File: config.mk
export PLATFORM = sky130hd
export DESIGN_NAME = commit_trace_buffer
export DESIGN_NICKNAME = d
export VERILOG_FILES = /design/src/rtl/trace_pkg.sv /design/src/rtl/trace_ram.sv /design/src/rtl/commit_trace_buffer.sv
export SDC_FILE = /design/constraint.sdc
export NUM_CORES = 1
export LEC_CHECK = 0
export ABC_AREA = 1
export BUFFER_PORTS_ARGS = -buffer_cell sky130_fd_sc_hd__buf_2
export CAP_MARGIN = 5
export CORE_ASPECT_RATIO = 0.8
export CORE_MARGIN = 3
export CORE_UTILIZATION = 38
export DETAILED_ROUTE_END_ITERATION = 10
export PLACE_DENSITY = 0.6
export SLEW_MARGIN = 0
export SYNTH_ARGS = -nofsm -noshare
export SYNTH_HDL_FRONTEND = slang
export SYNTH_SLANG_ARGS = --single-unit
export TNS_END_PERCENT = 1
File: constraint.sdc
create_clock -name CLK -period 7.15 [get_ports CLK]
set_input_delay 1.0725 -clock CLK [delete_from_list [all_inputs] [get_ports CLK]]
set_output_delay 1.0725 -clock CLK [all_outputs]
set_load 0.02 [all_outputs]
File: src/rtl/trace_pkg.sv
// ============================================================================
//  Module      : trace_pkg
//  Description : Shared types and constants for the commit trace buffer:
//                FSM state encoding, trace entry layout, ebreak opcode.
//  Revision    : 1.0 - initial release
// ============================================================================
`default_nettype none

package trace_pkg;

    // Default datapath width used for the packed entry layout below
    localparam int TRACE_XLEN = 32;

    // ebreak encoding; seeing it on the commit bus halts capture
    localparam logic [31:0] EBREAK_INS = 32'h0010_0073;

    typedef enum logic [1:0] {
        ST_IDLE      = 2'd0,
        ST_WAIT_TRIG = 2'd1,
        ST_CAPTURE   = 2'd2,
        ST_DRAIN     = 2'd3
    } trace_state_e;

    // Entry as stored in the trace RAM, most significant field first
    typedef struct packed {
        logic [TRACE_XLEN-1:0] pc;
        logic [4:0]            rd;
        logic [TRACE_XLEN-1:0] data;
    } trace_entry_t;

    localparam int TRACE_ENTRY_W = $bits(trace_entry_t);

endpackage

`default_nettype wire

File: src/rtl/trace_ram.sv
// ============================================================================
//  Module      : trace_ram
//  Description : DEPTH x WIDTH storage, one synchronous write port and one
//                asynchronous read port. Contents are never cleared.
//  Revision    : 1.0 - initial release
// ============================================================================
`default_nettype none

module trace_ram #(
    parameter int WIDTH = 69,
    parameter int DEPTH = 16
) (
    input  logic                     clk,
    input  logic                     wr_en,
    input  logic [$clog2(DEPTH)-1:0] wr_addr,
    input  logic [WIDTH-1:0]         wr_data,
    input  logic [$clog2(DEPTH)-1:0] rd_addr,
    output logic [WIDTH-1:0]         rd_data
);

    logic [WIDTH-1:0] mem [DEPTH];

    // Write port: one entry per cycle when enabled
    always_ff @(posedge clk) begin
        if (wr_en) begin
            mem[wr_addr] <= wr_data;
        end
    end

    // Read port is combinational so the head entry is visible immediately
    assign rd_data = mem[rd_addr];

endmodule

`default_nettype wire

File: src/rtl/commit_trace_buffer.sv
// ============================================================================
//  Module      : commit_trace_buffer
//  Description : Captures register-writeback commits (PC, rd, data) into a
//                trace RAM with arming, optional PC trigger, linear or
//                circular capture, ebreak halt and a valid/ready drain port.
//  Revision    : 1.0 - initial release
// ============================================================================
`default_nettype none

module commit_trace_buffer
    import trace_pkg::*;
#(
    parameter int XLEN  = 32,
    parameter int DEPTH = 16
) (
    input  logic                     CLK,
    input  logic                     RST,
    input  logic [XLEN-1:0]          PC,
    input  logic [31:0]              INS,
    input  logic                     RegWEN,
    input  logic [4:0]               WRITE_REG,
    input  logic [XLEN-1:0]          REG_DATA_W,
    input  logic                     ARM,
    input  logic                     STOP,
    input  logic                     MODE,
    input  logic                     TRIG_EN,
    input  logic [XLEN-1:0]          TRIG_PC,
    output logic                     RD_VALID,
    input  logic                     RD_READY,
    output logic [XLEN-1:0]          RD_PC,
    output logic [4:0]               RD_REG,
    output logic [XLEN-1:0]          RD_DATA,
    output logic [$clog2(DEPTH):0]   COUNT,
    output logic                     OVERFLOW,
    output logic [1:0]               STATE
);

    localparam int             PW         = $clog2(DEPTH);
    localparam int             EW         = 2 * XLEN + 5;
    localparam logic [PW:0]    FULL_COUNT = (PW + 1)'(DEPTH);

    trace_state_e  state;
    logic [PW-1:0] head;
    logic [PW-1:0] tail;
    logic [PW:0]   count;
    logic          overflow;

    logic          commit;
    logic          halt;
    logic          trig_hit;
    logic          is_full;
    logic          capture_win;
    logic          push;
    logic          pop;
    logic          wr_en;
    logic [EW-1:0] wr_entry;
    logic [EW-1:0] rd_entry;

    // Event decode: what happens on the commit bus this cycle
    always_comb begin
        commit      = RegWEN && (WRITE_REG != 5'd0);
        halt        = STOP || (INS == EBREAK_INS);
        trig_hit    = (PC == TRIG_PC);
        is_full     = (count == FULL_COUNT);
        // The trigger-matching cycle itself is already part of the capture
        capture_win = (state == ST_CAPTURE) ||
                      ((state == ST_WAIT_TRIG) && trig_hit);
        // Linear mode never writes past full; circular overwrites the oldest
        push        = capture_win && commit && !(is_full && !MODE);
        pop         = (state == ST_DRAIN) && (count != '0) && RD_READY;
        wr_en       = push && !RST;
        wr_entry    = {PC, WRITE_REG, REG_DATA_W};
    end

    trace_ram #(
        .WIDTH (EW),
        .DEPTH (DEPTH)
    ) u_trace_ram (
        .clk     (CLK),
        .wr_en   (wr_en),
        .wr_addr (tail),
        .wr_data (wr_entry),
        .rd_addr (head),
        .rd_data (rd_entry)
    );

    // Session FSM with pointer, occupancy and overflow bookkeeping
    always_ff @(posedge CLK) begin
        if (RST) begin
            state    <= ST_IDLE;
            head     <= '0;
            tail     <= '0;
            count    <= '0;
            overflow <= 1'b0;
        end else begin
            case (state)
                ST_IDLE: begin
                    if (ARM) begin
                        state    <= TRIG_EN ? ST_WAIT_TRIG : ST_CAPTURE;
                        head     <= '0;
                        tail     <= '0;
                        count    <= '0;
                        overflow <= 1'b0;
                    end
                end

                ST_WAIT_TRIG, ST_CAPTURE: begin
                    if (push) begin
                        tail <= tail + 1'b1;
                        if (is_full) begin
                            head     <= head + 1'b1;
                            overflow <= 1'b1;
                        end else begin
                            count <= count + 1'b1;
                        end
                    end
                    if (halt) begin
                        state <= ST_DRAIN;
                    end else if (!MODE && (is_full ||
                                 (push && (count == FULL_COUNT - 1'b1)))) begin
                        state <= ST_DRAIN;
                    end else if ((state == ST_WAIT_TRIG) && trig_hit) begin
                        state <= ST_CAPTURE;
                    end
                end

                ST_DRAIN: begin
                    if (count == '0) begin
                        state <= ST_IDLE;
                    end else if (pop) begin
                        head  <= head + 1'b1;
                        count <= count - 1'b1;
                    end
                end

                default: state <= ST_IDLE;
            endcase
        end
    end

    // Drain port shows the head entry whenever something is left to read
    always_comb begin
        RD_VALID                  = (state == ST_DRAIN) && (count != '0);
        {RD_PC, RD_REG, RD_DATA}  = rd_entry;
        COUNT                     = count;
        OVERFLOW                  = overflow;
        STATE                     = state;
    end

endmodule

`default_nettype wire

==> results by group <==
Logic synthesis
  • Synth unique cells: 39
  • Post-synth ARST share: 0
  • EDFF count, synth: 1104
  • Main synth FF type: edfxtp_1
  • Ranking of synthesized cells by area: edfxtp_1, mux2i_1, o211ai_1
  • Cells after Synth: 3239
  • Register area share after synthesis: 0.7343
  • Post-synthesis cell area: about 0.046 mm2
  • Net Count, Synth: 3394
  • Cell taking the most area after synthesis: edfxtp_1
  • Seq cells post-synth: 1124
  • Yosys top cell area share: 0.7255
  • Syn. warnings: 0
  • Syn_area_per_cell: 14.11 um2

Cells and area
  • Final instance area: 0.05209 mm2
  • Antenna diode count: 0
  • Area grow syn2layout: 13.99%
  • Final #Nets: 3567
  • Post-route insts no fill: 5118
  • Share of cells above drive strength 1: 0.1277

Min path
  • Worst Hold Class: reg -> reg
  • Cell count of the worst hold path: 2

Placed design
  • Place WS: 2.216 ns
  • Inst Count DP: between 4000 and 5000
  • Gpl congestion: 0.7504
  • Post-DP HPWL: 59.11 mm
  • Port Buffers: 218
  • Placed cell areas: 0.04857 mm2

Clocking
  • Longest Clk Path Bufs: 3
  • Root Buffer: clkbuf_16
  • CTS H-tree lvls: 3
  • Clock-pin transition on the worst setup and hold timing paths: 0.06 ns
  • CTS tree: built
  • Sink Count: 1124
  • Post-CTS sizing: 0
  • Clk_lat worst skew: 0.71 ns
  • Number of buffers created by CTS: 111
  • Post-CTS Hold Buffers: 0
  • Post-CTS Setup Inserts: 0

Floorplanning
  • Die height: 316.2 um
  • Die Span X: 393.7 um
  • Initial core utilization: 0.3838
  • # rows: ~110
  • # IOs: 219
  • Die area: 0.1245 mm2
  • Core ar.: between 0.1 and 0.15 mm2

Detailed routing
  • Antenna viol nets, final: 0
  • 1st-iter DRT viols: between 2000 and 2500
  • DRT Pass-1 Iters: 7
  • Vias/cell: approximately 5.2
  • Per-cell routed wire length: about 22 um
  • Routed wire length: 110.8 mm
  • DRC Markers: 0
  • Via count: 26450

Worst setup path
  • Worst-path fanout max: 147
  • Worst EP arrival: ~4.2 ns
  • Critical path type: reg -> out
  • R2R depth: 13
  • Setup crit end kind: output pin
  • Req. time, crit path: 6.08 ns
  • Startpoint Class: register

STA
  • Final hold vios: 0
  • Setup WS post-layout: 1.873 ns
  • Setup TNS: 0 ns
  • RSZ-0062 raised after global routing: false
  • Crit share post-route: 0.7381
  • Final setup violating endpoints: 0
  • Final Skew: 0.04715 ns
  • FMAX: 0.1895 GHz
  • Hold slack final: between 0.4 and 0.5 ns
  • Worst Tran Pin Value: 1.114 ns
  • Slew Limit Fails: 0
  • Slew margin rel.: 0.2574
  • Crit path time final: 5.277 ns

Global routing
  • Global-route wire length before repair: approximately 170 mm
  • Initial antenna violation count: 13
  • Vias in the first global route: 25560
  • Pin count of the biggest net entering global routing: about 150
  • Overflow after GRT: 0
  • GRT Total Usage: 0.1736

Outcome
  • Status: finished, final reports clean

Pwr
  • Peak supply drop: 0.2535 mV
  • Power per Cell Area: 325.7 mW/mm2
  • Pleak: roughly 0.017 uW

Flow run
  • Maxcap violations: 0
layout by cell type (no fill, tap or decap), drive strengths merged:
master and count:
clkinvlp 1, o211ai 276, inv 348, dfxtp 20, fa 1, o21bai 1
clkbuf 150, clkinv 43, a21oi 294, bufinv 8, nand3b 2, xor2 9
o41ai 1, ha 13, o22ai 2, nor3 3, nand4 12, or2 4
nor2 59, nand3 111, nor4 5, edfxtp 1104, nand2 168, buf 261
xnor2 4, mux2i 276, o21ai 329, a31oi 3
final timing paths:
kind | startpoint | slack [ns] | to
worst max-delay path | register | 1.87 | RD_DATA[22]
worst min-delay path | head[3]$_SDFFE_PP0P_ | 0.49 | register
worst max register to register | STATE[1]$_SDFFE_PP0P_ | 2.77 | u_trace_ram.mem[4][24]$_DFFE_PP_
worst min register to register | head[3]$_SDFFE_PP0P_ | 0.49 | register
sequential cells by signal (all words and copies together), names as in the netlist, named ones only:
name and flops:
COUNT 5, OVERFLOW 1, STATE 2, head 4, tail 4, u_trace_ram.mem 1104
metrics by stage:
stage | power [uW] | util
after floorplan | 10350 | -
after global placement | 11460 | 0.4080
after detailed placement | 11480 | 0.4080
after CTS | 17130 | 0.4375
after global routing | 17770 | 0.4375
final | 16970 | 0.4375
power breakdown:
group / switching [uW] / internal, uW
Combinational: 2530 / 1330
Clock: 2470 / 3190
Sequential: 148 / 7310
cells by family (layout without fill, tap and decap cells):
family | count (synthesis) | count (layout) | synth area share
flip-flops | 1124 | 1124 | 0.7343
AO/OA/AOI/OAI | 906 | 906 | 0.1150
XOR/XNOR | 13 | 13 | 0.002492
buffers and inverters | 542 | 811 | 0.04808
multiplexers | 276 | 276 | 0.06046
AND/OR/NAND/NOR | 364 | 364 | 0.03573
adder cells (fa/ha/maj) | 14 | 14 | 0.003998
layer usage:
| layer | vias up | GRT usage | share of wire | routed length [um] |
|---|---|---|---|---|
| met5 | - | 0 | 0.00031 | 34 |
| met4 | 6 | 0.03423 | 0.015 | 1698 |
| met3 | 132 | 0.02968 | 0.058 | 6469 |
| met2 | 753 | 0.2753 | 0.46 | 50810 |
| met1 | 13150 | 0.2535 | 0.47 | 51800 |
| li1 | 12420 | - | - | - |
cell usage after synthesis (3+ instances only):
master and number:
a21oi_1 293, a31oi_1 3, buf_1 12, buf_2 37
buf_4 29, clkbuf_1 122, dfxtp_1 20, edfxtp_1 1104
ha_1 13, inv_1 335, inv_2 4, mux2i_1 276
nand2_1 162, nand2_2 4, nand3_1 109, nand4_1 11
nor2_1 56, nor2_2 3, nor3_1 3, nor4_1 4
o211ai_1 276, o21ai_0 304, o21ai_1 24, or2_2 4
xnor2_1 4, xor2_1 9
final cells by class:
type / count / area [um2]
Sequential cell: 1124 / 33570
Multi-Input combinational cell: 1573 / 10060
Timing Repair Buffer: 261 / 1627
Fill cell: 10730 / 66960
Tap cell: 1610 / 2014
Inverter: 341 / 1292
Clock inverter: 59 / 574.3
Clock buffer: 150 / 2945
worst max-delay path, stage by stage, from the launching register on:
cell and delay [ns]:
dfxtp_4 0.94, buf_12 0.69, buf_4 0.86, a21oi_1 0.07, o21ai_0 0.12, o21ai_0 0.12, o211ai_1 0.26, nand2_1 0.09
buf_2 0.17
Power figures use the tool's default switching activity.
